<file path="config.mk">
export PLATFORM = sky130hd
export DESIGN_NAME = pipe_control
export DESIGN_NICKNAME = d
export VERILOG_FILES = /design/src/rtl/pipe_control.sv
export SDC_FILE = /design/constraint.sdc
export NUM_CORES = 1
export LEC_CHECK = 0
export CAP_MARGIN = 20
export CORE_MARGIN = 2
export CORE_UTILIZATION = 46
export DETAILED_ROUTE_END_ITERATION = 7
export HOLD_SLACK_MARGIN = 0.05
export PLACE_DENSITY = 0.82
export SLEW_MARGIN = 20
export SYNTH_ARGS = -nofsm -noshare
export SYNTH_HDL_FRONTEND = slang
export SYNTH_SLANG_ARGS = --single-unit
</file>
<file path="constraint.sdc">
create_clock -name clk -period 2.55 [get_ports clk]
set_input_delay 0.51 -clock clk [delete_from_list [all_inputs] [get_ports clk]]
set_output_delay 0.51 -clock clk [all_outputs]
set_load 0.01 [all_outputs]
</file>
<file path="src/rtl/pipe_control.sv">
// Control unit for the 4-bit-opcode filter pipeline: decodes in ID, carries
// control through ID/EX, EX/MEM and MEM/WB, and resolves RAW hazards and taken branches.
module pipe_control #(
    parameter int REG_AW = 4,
    parameter bit FWD_EN = 1'b1
) (
    input  logic              clk,
    input  logic              rst_n,
    input  logic              valid_i,
    input  logic [3:0]        opcode_i,
    input  logic [REG_AW-1:0] rd_i,
    input  logic [REG_AW-1:0] ra_i,
    input  logic [REG_AW-1:0] rb_i,
    input  logic              br_cond_i,
    output logic              re_a_o,
    output logic              re_b_o,
    output logic              stall_o,
    output logic              flush_o,
    output logic              illegal_o,
    output logic [2:0]        ex_alu_ctrl,
    output logic [1:0]        ex_sel_b,
    output logic [1:0]        ex_fwd_a,
    output logic [1:0]        ex_fwd_b,
    output logic              mem_we_o,
    output logic              mem_re_o,
    output logic [1:0]        wb_sel_data,
    output logic              wb_reg_we,
    output logic [REG_AW-1:0] wb_rd
);

    typedef struct packed {
        logic              valid;
        logic [2:0]        aluCtrl;
        logic [1:0]        selB;
        logic [1:0]        selData;
        logic              memWe;
        logic              memRe;
        logic              regWe;
        logic              isBt;
        logic              isLd;
        logic [REG_AW-1:0] rd;
        logic [1:0]        fwdA;
        logic [1:0]        fwdB;
    } exCtrl_t;

    typedef struct packed {
        logic              valid;
        logic [1:0]        selData;
        logic              memWe;
        logic              memRe;
        logic              regWe;
        logic [REG_AW-1:0] rd;
    } memCtrl_t;

    exCtrl_t           idCtrl;
    exCtrl_t           exCtrl_d;
    exCtrl_t           exCtrl_q;
    memCtrl_t          memCtrl_d;
    memCtrl_t          memCtrl_q;
    logic [1:0]        wbSelData_q;
    logic              wbRegWe_q;
    logic [REG_AW-1:0] wbRd_q;

    logic       reA;
    logic       reB;
    logic       illegal;
    logic       matchExA;
    logic       matchExB;
    logic       matchMemA;
    logic       matchMemB;
    logic       flush;
    logic       stall;
    logic [1:0] fwdA;
    logic [1:0] fwdB;

    // rd is only kept for writers, so non-writing instructions carry a zero destination.
    always_comb begin
        idCtrl  = '0;
        reA     = 1'b0;
        reB     = 1'b0;
        illegal = 1'b0;
        if (valid_i) begin
            idCtrl.valid = 1'b1;
            reA          = 1'b1;
            reB          = 1'b1;
            case (opcode_i)
                4'b1000: idCtrl.aluCtrl = 3'b001;
                4'b1001, 4'b1010: begin
                    illegal = 1'b1;
                    reA     = 1'b0;
                    reB     = 1'b0;
                end
                4'b1011: begin
                    idCtrl.selData = 2'd1;
                    idCtrl.regWe   = 1'b1;
                    reA            = 1'b0;
                    reB            = 1'b0;
                end
                4'b1100: begin
                    idCtrl.selB    = 2'd1;
                    idCtrl.memRe   = 1'b1;
                    idCtrl.selData = 2'd2;
                    idCtrl.regWe   = 1'b1;
                    idCtrl.isLd    = 1'b1;
                    reB            = 1'b0;
                end
                4'b1101: begin
                    idCtrl.selB  = 2'd2;
                    idCtrl.memWe = 1'b1;
                end
                4'b1110: begin
                    idCtrl.isBt = 1'b1;
                    reA         = 1'b0;
                    reB         = 1'b0;
                end
                4'b1111: begin
                    reA = 1'b0;
                    reB = 1'b0;
                end
                default: begin
                    idCtrl.aluCtrl = opcode_i[2:0];
                    idCtrl.regWe   = 1'b1;
                    if (opcode_i == 4'b0110) begin
                        reB = 1'b0;
                    end
                end
            endcase
            if (idCtrl.regWe) begin
                idCtrl.rd = rd_i;
            end
        end
    end

    // The instruction now in EX will sit in EX/MEM when the ID instruction reaches EX.
    always_comb begin
        matchExA  = reA && exCtrl_q.valid && exCtrl_q.regWe && (exCtrl_q.rd == ra_i);
        matchExB  = reB && exCtrl_q.valid && exCtrl_q.regWe && (exCtrl_q.rd == rb_i);
        matchMemA = reA && memCtrl_q.valid && memCtrl_q.regWe && (memCtrl_q.rd == ra_i);
        matchMemB = reB && memCtrl_q.valid && memCtrl_q.regWe && (memCtrl_q.rd == rb_i);
        flush     = exCtrl_q.valid && exCtrl_q.isBt && br_cond_i;
        stall     = 1'b0;
        fwdA      = 2'd0;
        fwdB      = 2'd0;
        if (FWD_EN) begin
            stall = exCtrl_q.isLd && (matchExA || matchExB) && !flush;
            if (matchExA) begin
                fwdA = 2'd1;
            end else if (matchMemA) begin
                fwdA = 2'd2;
            end
            if (matchExB) begin
                fwdB = 2'd1;
            end else if (matchMemB) begin
                fwdB = 2'd2;
            end
        end else begin
            stall = (matchExA || matchExB || matchMemA || matchMemB) && !flush;
        end
    end

    always_comb begin
        exCtrl_d      = idCtrl;
        exCtrl_d.fwdA = fwdA;
        exCtrl_d.fwdB = fwdB;
        if (stall || flush) begin
            exCtrl_d = '0;
        end
        memCtrl_d.valid   = exCtrl_q.valid;
        memCtrl_d.selData = exCtrl_q.selData;
        memCtrl_d.memWe   = exCtrl_q.memWe;
        memCtrl_d.memRe   = exCtrl_q.memRe;
        memCtrl_d.regWe   = exCtrl_q.regWe;
        memCtrl_d.rd      = exCtrl_q.rd;
    end

    always_ff @(posedge clk) begin
        if (!rst_n) begin
            exCtrl_q    <= '0;
            memCtrl_q   <= '0;
            wbSelData_q <= '0;
            wbRegWe_q   <= 1'b0;
            wbRd_q      <= '0;
        end else begin
            exCtrl_q    <= exCtrl_d;
            memCtrl_q   <= memCtrl_d;
            wbSelData_q <= memCtrl_q.selData;
            wbRegWe_q   <= memCtrl_q.regWe;
            wbRd_q      <= memCtrl_q.rd;
        end
    end

    assign re_a_o      = reA;
    assign re_b_o      = reB;
    assign illegal_o   = illegal;
    assign stall_o     = stall;
    assign flush_o     = flush;
    assign ex_alu_ctrl = exCtrl_q.aluCtrl;
    assign ex_sel_b    = exCtrl_q.selB;
    assign ex_fwd_a    = exCtrl_q.fwdA;
    assign ex_fwd_b    = exCtrl_q.fwdB;
    assign mem_we_o    = memCtrl_q.memWe;
    assign mem_re_o    = memCtrl_q.memRe;
    assign wb_sel_data = wbSelData_q;
    assign wb_reg_we   = wbRegWe_q;
    assign wb_rd       = wbRd_q;

endmodule

</file>
==> metrics.md <==
| Metric | Value |
|---|---|
| Synth Cell Area | approximately 1400 µm² |
| Crit path launch type | input pin |
| Clock Path Buffers | 2 |
| Area occupied by multi-input gates | ~640 µm² |
| Placed insts | between 200 and 250 |
| GR met3 Demand/Resource | a little under 5% |
| Number of diodes | 0 |
| Grt met1 use | 22.04% |
| Syn_nets | approximately 160 |
| P per Cell Area | ~510 nW/µm² |
| Hold WC Path Type | reg -> reg |
| Final hold vios | 0 |
| Max Clock Skew | roughly 0.0043 ns |
| Post-synthesis area per instance | 10.24 µm² |
| Fin crit share | a little over nine tenths |
| Final non-filler cell total | between 200 and 250 |
| Port Buffers | 42 |
| Worst R2R Path Depth | 6 |
| RR Endpoint | ex_alu_ctrl[2]$_SDFF_PP0_ |
| Reg clk slew, reported paths | ~0.10 ns |
| Io pins | 43 |
| Synth Warn # | 0 |
| RePlAce Congestion | 0.8930 |
| Outcome | completed |
| Area leader, netlist | dfxtp_1 |
| Highest clock rate | ~400 MHz |
| Clk_lat worst skew | approximately 0.34 ns |
| Antenna violations before repair | 0 |
| Slew HR | 76.94% |
| Setup WS pre-CTS | -0.4824 ns |
| Final net count | between 200 and 250 |
| Via density | between 4 and 5 |
| H-Tree Level Count | 2 |
| Pre-antenna DRT Iters | 4 |
| CP Max Fanout | 2 |
| Met2 Use GR | a little under a third |
| Min-delay src | memCtrl_q[7]$_SDFF_PN0_ |
| Register area | roughly 700 µm² |
| Core Box Area | 3003 µm² |
| Max incr delay on CP | around 0.50 ns |
| Die width | between 50 and 60 µm |
| Vias in the first global route | around 1100 |
| CTS tree | yes |
| Layout Area Growth over Synthesis | 42.53% |
| Fraction of layout cells with a size suffix above 1 | between 10% and 20% |
| GR Util All Layers | 18.93% |
| Worst Path Required | ~2 ns |
| Worst r2r src | exCtrl_q[6]$_SDFF_PP0_ |
| Antenna viol nets, final | 0 |
| Final Cell Area | a little over 2000 µm² |
| FF-to-FF setup slack | 0.83 ns |
| Area after DPL | 1922 µm² |
| Initial Util | about 47% |
| Max-slew violations | 0 |
| Dominant cells by area after synthesis | dfxtp_1 49%, xor2_1 7.4%, and2_1 7.0% |
| Vias | about 1100 |
| Row cnt | 20 |
| DRT Wirelength | 2.992 mm |
| Count of cell types in the netlist | 29 |
| HPWL after DPL | about 2.2 mm |
| First-pass GRT wire length | between 4 and 5 mm |
| Chip height | between 50 and 60 µm |
| Kind of end point of the critical path | output pin |
| Final setup vio count | 0 |
| #FFs+latches synth | 35 |
| Residual DRC | 0 |
| CTS buffer count | 5 |
| Worst Path Arrival | a little under 2 ns |
| Mapped Cells | ~140 |
| Tmin final | 2.495 ns |
| Peak supply drop | roughly 0.35 mV |
| LEAKAGE | just under 0.9 nW |
| Clock root buffer | clkbuf_4 |
| CP Launch Point | rb_i[3] |
| Die ar. | ~3600 µm² |
| Synth top area share | roughly half |
| End of the critical path | stall_o |
| Slowest-stage cell, CP | clkdlybuf4s50_1 |
| First DRT Iteration DRCs | 27 |
| Largest net degree at the start of global routing | 14 |
| Seq/Total Area, Yosys | 49.21% |
| WL per Instance | 13.18 µm |
| Clock sinks | 35 |
| CP Class | in -> out |
| Final hold slack | around 0.44 ns |
| Max Cap Viol | 0 |
| GR peak layer | met2 |
| Least-Margin Pin Slew | 0.3372 ns |
| Fillers | between 200 and 250 |
| Grt ovf | 0 |
| Critical path cell sequence | clkdlybuf4s50_1, xor2_1, nor3_2, nor4bb_4, o211a_4, and2_2, buf_2 |
| Fin worst setup slack | between 0.05 and 0.06 ns |
==> how the worst min path moves through the flow <==
stage	to	cells past startpoint
detailed placement	wb_sel_data[0]$_SDFF_PN0_	1
CTS	wb_sel_data[0]$_SDFF_PN0_	1
global placement	wb_sel_data[0]$_SDFF_PN0_	1
finish	wb_sel_data[0]$_SDFF_PN0_	1
global route	wb_sel_data[0]$_SDFF_PN0_	1
floorplan	memCtrl_q[7]$_SDFF_PN0_	1
==> report_power, final <==
part / leakage, nW / internal, W / switching (W)
combinational: 0.562 / 0.0000786 / 0.0000555
sequential: 0.284 / 0.000556 / 0.00000706
clock: 0.0386 / 0.000162 / 0.000171
total: 0.884 / 0.000797 / 0.000233
==> cell type report <==
| type | instances | area share [%] |
|---|---|---|
| multi-input cells | 87 | 31.57 |
| inverters | 2 | 0.3699 |
| repair buffers | 62 | 28.11 |
| flip-flops and latches | 35 | 34.53 |
| clock buffers | 8 | 3.391 |
| well taps | 33 | 2.035 |
==> synthesized netlist by cell type <==
cell and number:
a2111oi_0 1, and2_1 16, and2_2 2, and3_1 2, buf_2 1, buf_4 9
buf_6 2, clkbuf_1 3, dfxtp_1 35, inv_1 2, mux2i_1 1, nand2_1 8
nand3_1 4, nand4_1 2, nor2_1 6, nor2b_1 1, nor3_1 4, nor3_2 1
nor3b_1 6, nor3b_4 1, nor4_1 6, nor4b_1 4, nor4bb_1 1, nor4bb_2 1
o211a_4 1, o211ai_1 1, o21ai_0 1, xnor2_1 5, xor2_1 12
==> repair_timing <==
item	4_1_cts	5_1_grt
gates resized for setup	8	8
endpoints found under the setup margin	3	1
pin swaps	2	3
hold buffers	0	0
setup buffers	0	1
==> stage by stage <==
| stage | TNS [ns] | total power, W | util [%] |
|---|---|---|---|
| floorplan | 0 | 0.0006307 | - |
| global placement | -0.6783 | 0.0007009 | 64.00 |
| detailed placement | -0.7531 | 0.0007047 | 64.00 |
| CTS | -0.07258 | 0.001033 | 66.67 |
| global route | -0.009539 | 0.001069 | 67.58 |
| finish | 0 | 0.001030 | 67.58 |
==> layer usage <==
| metal | wire length, µm | share of wire, % |
|---|---|---|
| met1 | 1303 | 44 |
| met2 | 1479 | 49 |
| met5 | 0 | 0 |
| met3 | 121 | 4.0 |
| met4 | 89 | 3.0 |
==> critical path, delay by kind of cell <==
family | cells | cell delay, ns
compound gates | 1 | 0.25
xor+xnor | 1 | 0.19
buf+inv | 2 | 0.63
simple gates | 3 | 0.40
==> layout by cell type, fill, tap and decap left out, drive strengths merged, types with 2 or more instances in the layout <==
master	n
and2	18
and3	2
buf	21
clkbuf	8
clkdlybuf4s50	35
dfxtp	35
dlygate4sd2	2
dlymetal6s2s	3
inv	2
nand2	8
nand3	4
nand4	2
nor2	6
nor3	5
nor3b	7
nor4	6
nor4b	4
nor4bb	2
xnor2	5
xor2	12
==> kinds of logic after synthesis <==
group	after synthesis	share of synthesized area, %
xor gates and xnor gates	17	10.46
muxes	1	0.7030
DFF	35	49.21
and+or+nand+nor	65	28.91
AOI/OAI and AO/OA	4	2.724
buffers and inverters	17	7.996
==> state kept, by name, summed over array words and instances (netlist names) <==
register / count
mem_we_o: 1
ex_fwd_b: 2
wb_reg_we: 1
exCtrl_q: 10
ex_fwd_a: 2
wb_sel_data: 2
ex_sel_b: 2
ex_alu_ctrl: 3
wb_rd: 4
memCtrl_q: 8
Power figures use the tool's default switching activity.
